`src/rtl/psp_pkg.sv`:
```
`default_nettype none
// ============================================================================
// Module      : psp_pkg
// Description : Shared types and default parameter values for the PSP memory
//               arbiter (FSM state, last-served tag, counter sizing helper).
// Revision    : 1.0 - initial release
// ============================================================================
package psp_pkg;

    localparam int c_DEF_ADDR_W  = 32;
    localparam int c_DEF_DATA_W  = 32;
    localparam int c_DEF_TIMEOUT = 255;

    typedef enum logic [1:0] {
        ST_IDLE   = 2'd0,
        ST_BUSY_I = 2'd1,
        ST_BUSY_D = 2'd2
    } arb_state_t;

    typedef enum logic {
        LAST_I = 1'b0,
        LAST_D = 1'b1
    } last_srv_t;

    // Bits needed for a counter that must be able to hold 'limit'.
    function automatic int cnt_width(input int limit);
        return (limit < 1) ? 1 : $clog2(limit + 1);
    endfunction

endpackage
`default_nettype wire

```
`src/rtl/psp_mem_arbiter.sv`:
```
`default_nettype none
// ============================================================================
// Module      : psp_mem_arbiter
// Description : Two-port (instruction fetch / data) arbiter in front of a
//               single memory port. Round-robin on ties, registered memory
//               request, per-transaction timeout with sticky error flag.
// Revision    : 1.0 - initial release
// ============================================================================
module psp_mem_arbiter
    import psp_pkg::*;
#(
    parameter int ADDR_W  = c_DEF_ADDR_W,
    parameter int DATA_W  = c_DEF_DATA_W,
    parameter int TIMEOUT = c_DEF_TIMEOUT
) (
    input  logic                clk,
    input  logic                reset_n,
    // instruction fetch side
    input  logic                i_read,
    input  logic [ADDR_W-1:0]   i_addr,
    output logic [DATA_W-1:0]   i_rdata,
    output logic                i_resp,
    // data side
    input  logic                d_read,
    input  logic                d_write,
    input  logic [ADDR_W-1:0]   d_addr,
    input  logic [DATA_W-1:0]   d_wdata,
    input  logic [DATA_W/8-1:0] d_wmask,
    output logic [DATA_W-1:0]   d_rdata,
    output logic                d_resp,
    // shared memory port
    output logic                mem_read,
    output logic                mem_write,
    output logic [ADDR_W-1:0]   mem_addr,
    output logic [DATA_W-1:0]   mem_wdata,
    output logic [DATA_W/8-1:0] mem_wmask,
    input  logic [DATA_W-1:0]   mem_rdata,
    input  logic                mem_resp,
    // status
    output logic                timeout_err
);

    localparam int                c_CNT_W       = cnt_width(TIMEOUT);
    localparam logic [c_CNT_W-1:0] c_TIMEOUT_CNT = c_CNT_W'(TIMEOUT);

    arb_state_t            r_state;
    last_srv_t             r_last;
    logic [c_CNT_W-1:0]    r_cnt;
    logic                  r_mem_read;
    logic                  r_mem_write;
    logic [ADDR_W-1:0]     r_mem_addr;
    logic [DATA_W-1:0]     r_mem_wdata;
    logic [DATA_W/8-1:0]   r_mem_wmask;
    logic                  r_timeout_err;

    logic                  w_d_req;
    logic                  w_grant_d;
    logic                  w_grant_i;
    logic                  w_busy_i;
    logic                  w_busy_d;
    logic                  w_busy;
    logic                  w_timeout;
    logic                  w_done;
    logic [c_CNT_W-1:0]    w_cnt_next;

    // Tie-break favours whichever side was not served last.
    assign w_d_req    = d_read | d_write;
    assign w_grant_d  = w_d_req && (!i_read || (r_last == LAST_I));
    assign w_grant_i  = i_read && !w_grant_d;

    assign w_busy_i   = (r_state == ST_BUSY_I);
    assign w_busy_d   = (r_state == ST_BUSY_D);
    assign w_busy     = w_busy_i | w_busy_d;
    // The timeout cycle wins over a late mem_resp: the request was already dropped.
    assign w_timeout  = w_busy && (r_cnt == c_TIMEOUT_CNT);
    assign w_done     = w_busy && mem_resp && !w_timeout;
    assign w_cnt_next = r_cnt + 1'b1;

    // Completion pulses and read data are steered to the owner only; idle gives zeros.
    assign i_resp  = w_busy_i && (w_done || w_timeout);
    assign d_resp  = w_busy_d && (w_done || w_timeout);
    assign i_rdata = (w_busy_i && w_done) ? mem_rdata : '0;
    assign d_rdata = (w_busy_d && w_done) ? mem_rdata : '0;

    assign mem_read    = r_mem_read;
    assign mem_write   = r_mem_write;
    assign mem_addr    = r_mem_addr;
    assign mem_wdata   = r_mem_wdata;
    assign mem_wmask   = r_mem_wmask;
    assign timeout_err = r_timeout_err;

    // Arbitration FSM: grant, hold the memory request, finish on resp or timeout.
    always_ff @(posedge clk or negedge reset_n) begin
        if (!reset_n) begin
            r_state       <= ST_IDLE;
            r_last        <= LAST_I;
            r_cnt         <= '0;
            r_mem_read    <= 1'b0;
            r_mem_write   <= 1'b0;
            r_mem_addr    <= '0;
            r_mem_wdata   <= '0;
            r_mem_wmask   <= '0;
            r_timeout_err <= 1'b0;
        end else begin
            case (r_state)
                ST_IDLE: begin
                    r_cnt <= '0;
                    if (w_grant_d) begin
                        r_state     <= ST_BUSY_D;
                        r_last      <= LAST_D;
                        r_mem_read  <= d_read;
                        r_mem_write <= d_write;
                        r_mem_addr  <= d_addr;
                        r_mem_wdata <= d_wdata;
                        r_mem_wmask <= d_wmask;
                    end else if (w_grant_i) begin
                        r_state     <= ST_BUSY_I;
                        r_last      <= LAST_I;
                        r_mem_read  <= 1'b1;
                        r_mem_write <= 1'b0;
                        r_mem_addr  <= i_addr;
                        r_mem_wdata <= '0;
                        r_mem_wmask <= '0;
                    end
                end
                ST_BUSY_I, ST_BUSY_D: begin
                    if (w_timeout) begin
                        r_state       <= ST_IDLE;
                        r_cnt         <= '0;
                        r_mem_read    <= 1'b0;
                        r_mem_write   <= 1'b0;
                        r_timeout_err <= 1'b1;
                    end else if (mem_resp) begin
                        r_state     <= ST_IDLE;
                        r_cnt       <= '0;
                        r_mem_read  <= 1'b0;
                        r_mem_write <= 1'b0;
                    end else begin
                        r_cnt <= w_cnt_next;
                        // Withdraw the request as the limit is reached so the
                        // timeout cycle itself carries no memory request.
                        if (w_cnt_next == c_TIMEOUT_CNT) begin
                            r_mem_read  <= 1'b0;
                            r_mem_write <= 1'b0;
                        end
                    end
                end
                default: begin
                    r_state     <= ST_IDLE;
                    r_cnt       <= '0;
                    r_mem_read  <= 1'b0;
                    r_mem_write <= 1'b0;
                end
            endcase
        end
    end

endmodule
`default_nettype wire

```
`config.mk`:
```
export PLATFORM = sky130hd
export DESIGN_NAME = psp_mem_arbiter
export DESIGN_NICKNAME = d
export VERILOG_FILES = /design/src/rtl/psp_pkg.sv /design/src/rtl/psp_mem_arbiter.sv
export SDC_FILE = /design/constraint.sdc
export NUM_CORES = 1
export LEC_CHECK = 0
export BUFFER_PORTS_ARGS = -buffer_cell sky130_fd_sc_hd__buf_4
export CAP_MARGIN = 20
export CORE_MARGIN = 2
export CORE_UTILIZATION = 38
export DETAILED_ROUTE_END_ITERATION = 7
export GPL_TIMING_DRIVEN = 0
export PLACE_DENSITY = 0.8
export SLEW_MARGIN = 0
export SYNTH_ARGS = -nofsm -noshare
export SYNTH_HDL_FRONTEND = slang
export SYNTH_SLANG_ARGS = --single-unit
```
`constraint.sdc`:
```
create_clock -name clk -period 1.7 [get_ports clk]
set_input_delay 0.34 -clock clk [delete_from_list [all_inputs] [get_ports clk]]
set_output_delay 0.34 -clock clk [all_outputs]
set_load 0.05 [all_outputs]
```
== After elaboration in Yosys (flattened, before gate mapping) ==
Cells that the tools add are included.

* Word-level logic and storage cells: 67
* Memory bits (read-only): 0
* Register bits after elaboration: 82
* Output and inout port bits: 137
* Memory bits (writable): 0
* Input bits: 138
* Latch bits: 0
* Memories kept: 0

* Shift operators: 0
* Order comparisons: 0
* $add $sub $neg: 1
* Eq/ne operators: 7
* Muxes and demuxes: 26
* Bitwise logic cells: 3
* Reduce and logical (&&, ||, !) cells: 21
* Divide/modulo/power cells: 0
* $mul: 0

{| class="wikitable"
|+ Operator list
! cell !! number
|-
| 32-bit 2-to-1 mux || 6
|-
| 8-bit 2-to-1 mux || 3
|-
| 8-bit == test, second input constant || 2
|-
| 1-bit logical AND || 9
|-
| 8-bit by 1-bit adder with 8-bit output, second input constant || 1
|-
| 1-bit 2-to-1 mux || 8
|-
| 2-bit 2-to-1 mux || 4
|-
| 4-bit 2-to-1 mux || 2
|-
| 2-bit AND reduction || 4
|-
| 3-bit inequality test, second input constant || 2
|-
| 4-bit inequality test, second input constant || 1
|-
| 1-bit case mux with 2 select lines || 2
|-
| 2-bit case mux with 2 select lines || 1
|-
| 1-bit zero test || 3
|-
| 2-bit by 1-bit == test with 1-bit output, second input constant || 1
|-
| 2-bit == test, second input constant || 1
|-
| 2-bit zero test || 1
|-
| 1-bit logical OR || 2
|-
| 1-bit bitwise OR || 2
|-
| 2-bit nonzero test || 1
|-
| 2-bit OR reduction || 1
|-
| 1-bit inverter || 1
|}

== Longest topological paths before layout ==
* Depth after elaboration: 8
* Gate-level depth with buffers: 7
* Depth with buffers taken out: 6

== Worst setup path after synthesis ==
No wires, ideal clock.

* Path type: register -> output
* From: register r_cnt[0]
* To: output d_rdata[10]
* Path buffers: 1
* Setup slack: -363 ps
* Cell stages (with the launch flop): 6
* Arrival time: 1723 ps
* Path through: dfrtp_1 -> ha_1 -> nand4_1 -> and4_1 -> clkbuf_1 -> and2_1

* Cells in the longest elaborated chain, start to end: 6

{| class="wikitable"
|+ RTL lines
! element !! line !! text
|-
| start, declared || psp_mem_arbiter.sv:48 || <nowiki>logic [c_CNT_W-1:0] r_cnt;</nowiki>
|-
| start signal, assigned || psp_mem_arbiter.sv:139 || <nowiki>r_cnt <= w_cnt_next;</nowiki>
|-
| 8-bit == test || psp_mem_arbiter.sv:75 || <nowiki>assign w_timeout = w_busy && (r_cnt == c_TIMEOUT_CNT);</nowiki>
|-
| 1-bit logical AND || psp_mem_arbiter.sv:75 ||
|-
| 1-bit zero test || psp_mem_arbiter.sv:76 || <nowiki>assign w_done = w_busy && mem_resp && !w_timeout;</nowiki>
|-
| 1-bit logical AND || psp_mem_arbiter.sv:76 ||
|-
| 1-bit logical AND || psp_mem_arbiter.sv:83 || <nowiki>assign d_rdata = (w_busy_d && w_done) ? mem_rdata : '0;</nowiki>
|-
| 32-bit 2-to-1 mux || psp_mem_arbiter.sv:83 ||
|-
| end, declared || psp_mem_arbiter.sv:29 || <nowiki>output logic [DATA_W-1:0] d_rdata,</nowiki>
|}

Every way passes these cells.

== Final worst setup path ==
* From: register r_cnt[3]
* To: output i_rdata[20]

* Cells in the longest elaborated chain, start to end: 6

{| class="wikitable"
|+ RTL lines
! element !! line !! text
|-
| 8-bit == test || psp_mem_arbiter.sv:75 ||
|-
| 1-bit logical AND || psp_mem_arbiter.sv:75 ||
|-
| 1-bit zero test || psp_mem_arbiter.sv:76 ||
|-
| 1-bit logical AND || psp_mem_arbiter.sv:76 ||
|-
| 1-bit logical AND || psp_mem_arbiter.sv:82 || <nowiki>assign i_rdata = (w_busy_i && w_done) ? mem_rdata : '0;</nowiki>
|-
| 32-bit 2-to-1 mux || psp_mem_arbiter.sv:82 ||
|-
| end, declared || psp_mem_arbiter.sv:21 || <nowiki>output logic [DATA_W-1:0] i_rdata,</nowiki>
|}

Every way passes these cells.

==> reports/qor.yml <==
reg2reg_setup_slack_ns: -0.44
final_area_sq_um: 7476
num_rows: 37
insertion_delay_ns: 0.35
avgSynthCellArea_sq_um: 10.82
cts_max_level: 3
grt_max_degree: 83
ys.flop_type: "dfrtp_1"
timing.slew.headroom_pct: 72.43
start_kind: "flop"
fp.dieW_um: 107.1
cts_buffers: 9
ys_seq_area_share_pct: 50.82
async_reset_ff_share_pct: 100.0
fmaxAchievable_mhz: 440.9
cts_num_sinks: 82
firstDrtPassIters: 4
yosys.area.top_type_share_pct: 50.82
yosys.area.top_type: "dfrtp_1"
start_util_pct: 39.11
holdCritPathClass: "in2reg"
setup.worst_path.end_class: "output port"
dp_hpwl_um: 10710
worstSetupPathType: "reg2out"
fp.dieH_um: 107.1
setup_viol: 69
coreArea_sq_um: 10320
layout_common_cells: "buf_4, dfrtp_1, buf_8"
arrival_ns: 1.93
synth_edf_count: 0
grt_pass1_wl_um: 22020
finalWorstSetupSlack_ns: -0.5682
total_power_mw: 13.13
drive_gt1_share_pct: 61.72
period_needed_ns: 2.268
num_vias: 4133
dr.first_iter.drc_count: 186
port_buffers: 274
crit_start: "r_cnt[3]"
fin_skew_ns: 0.006262
die_area_sq_um: 11470
synth.cell_area_sq_um: 4038
post_drt_via_cell_ratio: 4.998
r2r_start: "r_cnt[1]"
ir_drop_mv: 1.390
drc: 0
cts_max_path_buffers: 2
synth_cell_types: 40
worst_pin_slew_ns: 0.4135
synth-warning-count: 0
area_delta_synth_final_pct: 85.16
ant_nets: 0
critPathRequiredTime_ns: 1.36
fin_nets: 827
wl_per_cell_um: 18.29
leakagePower_nw: 3.864
ys_seq_elements: 82
totalWireLength_um: 15130
antenna_found_initial: 3
rsz0062_at_grt: "yes"
hp-start: "d_wdata[0]"
fillers: 711
syn-num-nets: 516
failed_checks: "negative setup slack"
grt_pass1_vias: 4297
tritoncts: "built"
slew_viol_final: 0
timing.final.crit_share_pct: 133.4
maxCapViolCount: 0
synth_area_leaders: "dfrtp_1, and2_1, mux2i_1"
cp_max_fo: 7
outcome: "finished, violations left"
ios: 275
hold_viol: 0
cts-root-buf: "clkbuf_8"
track_usage_pct: 25.25
place_area_sq_um: 6470
clk_pin_slew_ns: 0.08
gp_congestion: 0.7688
postSynthCellCount: 373
grt_overflow: 0
place_ws_ns: -0.3378
layout_commonest_cell: "buf_4"
p_per_area_nw_per_um2: 1756
-- path summary, 6_finish.rpt --
kind | endpoint | cells past startpoint
max reg2reg | mem_read | 9
min | mem_wdata[0] | 2
min reg2reg | timeout_err | 1
max | i_rdata[20] | 6
max in group asynchronous | mem_addr[12] | 3
min in group asynchronous | mem_addr[17] | 2
-- synth_stat cells, types with 2 or more instances --
cell type and instances:
a21boi_0 2, a21o_1 2, a21oi_1 3, a22o_1 37
and2_1 68, and3_1 2, and4_1 3, buf_2 6
buf_4 4, buf_6 3, clkbuf_1 11, dfrtp_1 82
ha_1 5, inv_1 6, mux2i_1 34, nand2_1 35
nand2b_1 3, nand3_1 2, nand4_1 2, nor2_1 8
o211a_1 2, o21ai_0 32, xnor2_1 2, xor2_1 3
-- through the flow --
step / std cells / TNS, ns / hold slack, ns / utilization (%)
final: 827 / -35.56 / 0.2034 / 72.42
after detailed placement: 783 / -22.91 / 0.4496 / 62.67
after global routing: 826 / -38.87 / 0.1894 / 72.39
after global placement: 783 / -18.19 / 0.4472 / 62.67
after CTS: 817 / -33.22 / 0.1860 / 70.95
after floorplan: 373 / -1.389 / 0.04441 / -
-- registers in the layout, summed over array words and instances (netlist names) --
| name | cells |
|---|---|
| r_state | 2 |
| mem_wmask | 4 |
| r_cnt | 8 |
| mem_addr | 32 |
| mem_write | 1 |
| r_last | 1 |
| timeout_err | 1 |
| mem_wdata | 32 |
| mem_read | 1 |
-- repair_timing --
action,4_1_cts,5_1_grt
buffers inserted,16,4
resized for setup,140,33
pin swaps,7,5
hold buffers,0,1
cloned,4,0
hold endpoints to repair,0,5
setup endpoints to repair,82,98
-- power breakdown --
group / switching, mW / leakage (nW) / internal [mW]
sequential: 0.497 / 1.03 / 2.79
combinational: 5.48 / 2.74 / 3.04
clock: 0.673 / 0.0918 / 0.656
-- final cells by class --
class / instances / area, sq um / share of cell area, %
antenna: 4 / 10.01 / 0.1339
inverter: 6 / 22.52 / 0.3013
multi-input combinational: 259 / 2032 / 27.18
buffer: 26 / 226.5 / 3.029
clock inverter: 4 / 45.04 / 0.6025
tap: 136 / 170.2 / 2.276
timing repair buffer: 300 / 2788 / 37.29
clock buffer: 10 / 127.6 / 1.707
sequential: 82 / 2054 / 27.48
-- kinds of logic (layout without fill, tap and decap cells) --
| kind of cell | count (synthesis) | in the layout | share of synthesized area (%) |
|---|---|---|---|
| adder cells (fa/ha/maj) | 5 | 5 | 1.549 |
| multiplexers | 35 | 35 | 8.801 |
| flip-flops | 82 | 82 | 50.82 |
| XOR/XNOR | 6 | 6 | 1.488 |
| other | 0 | 4 | 0 |
| buffers and inverters | 32 | 346 | 4.369 |
| AND/OR/NAND/NOR | 130 | 130 | 18.31 |
| AO/OA/AOI/OAI | 83 | 83 | 14.66 |
-- metal layers --
metal | share of wire [%] | wire length, um | GRT usage [%] | up-vias
li1 | - | - | - | 1910
met1 | 37 | 5560 | 26.22 | 1987
met2 | 53 | 7971 | 47.74 | 206
met3 | 7.2 | 1083 | 5.775 | 30
met4 | 3.4 | 512 | 11.41 | 0
met5 | 0 | 0 | 0 | -
-- worst max-delay path, cell delays in order, from the launching register on --
cell      delay [ns]
dfrtp_1         0.41
and3_4          0.21
nand4_1         0.16
and4_4          0.34
clkbuf_8        0.18
and2_4          0.15
buf_8           0.14
Note: power is estimated with default switching activity, not from simulation.
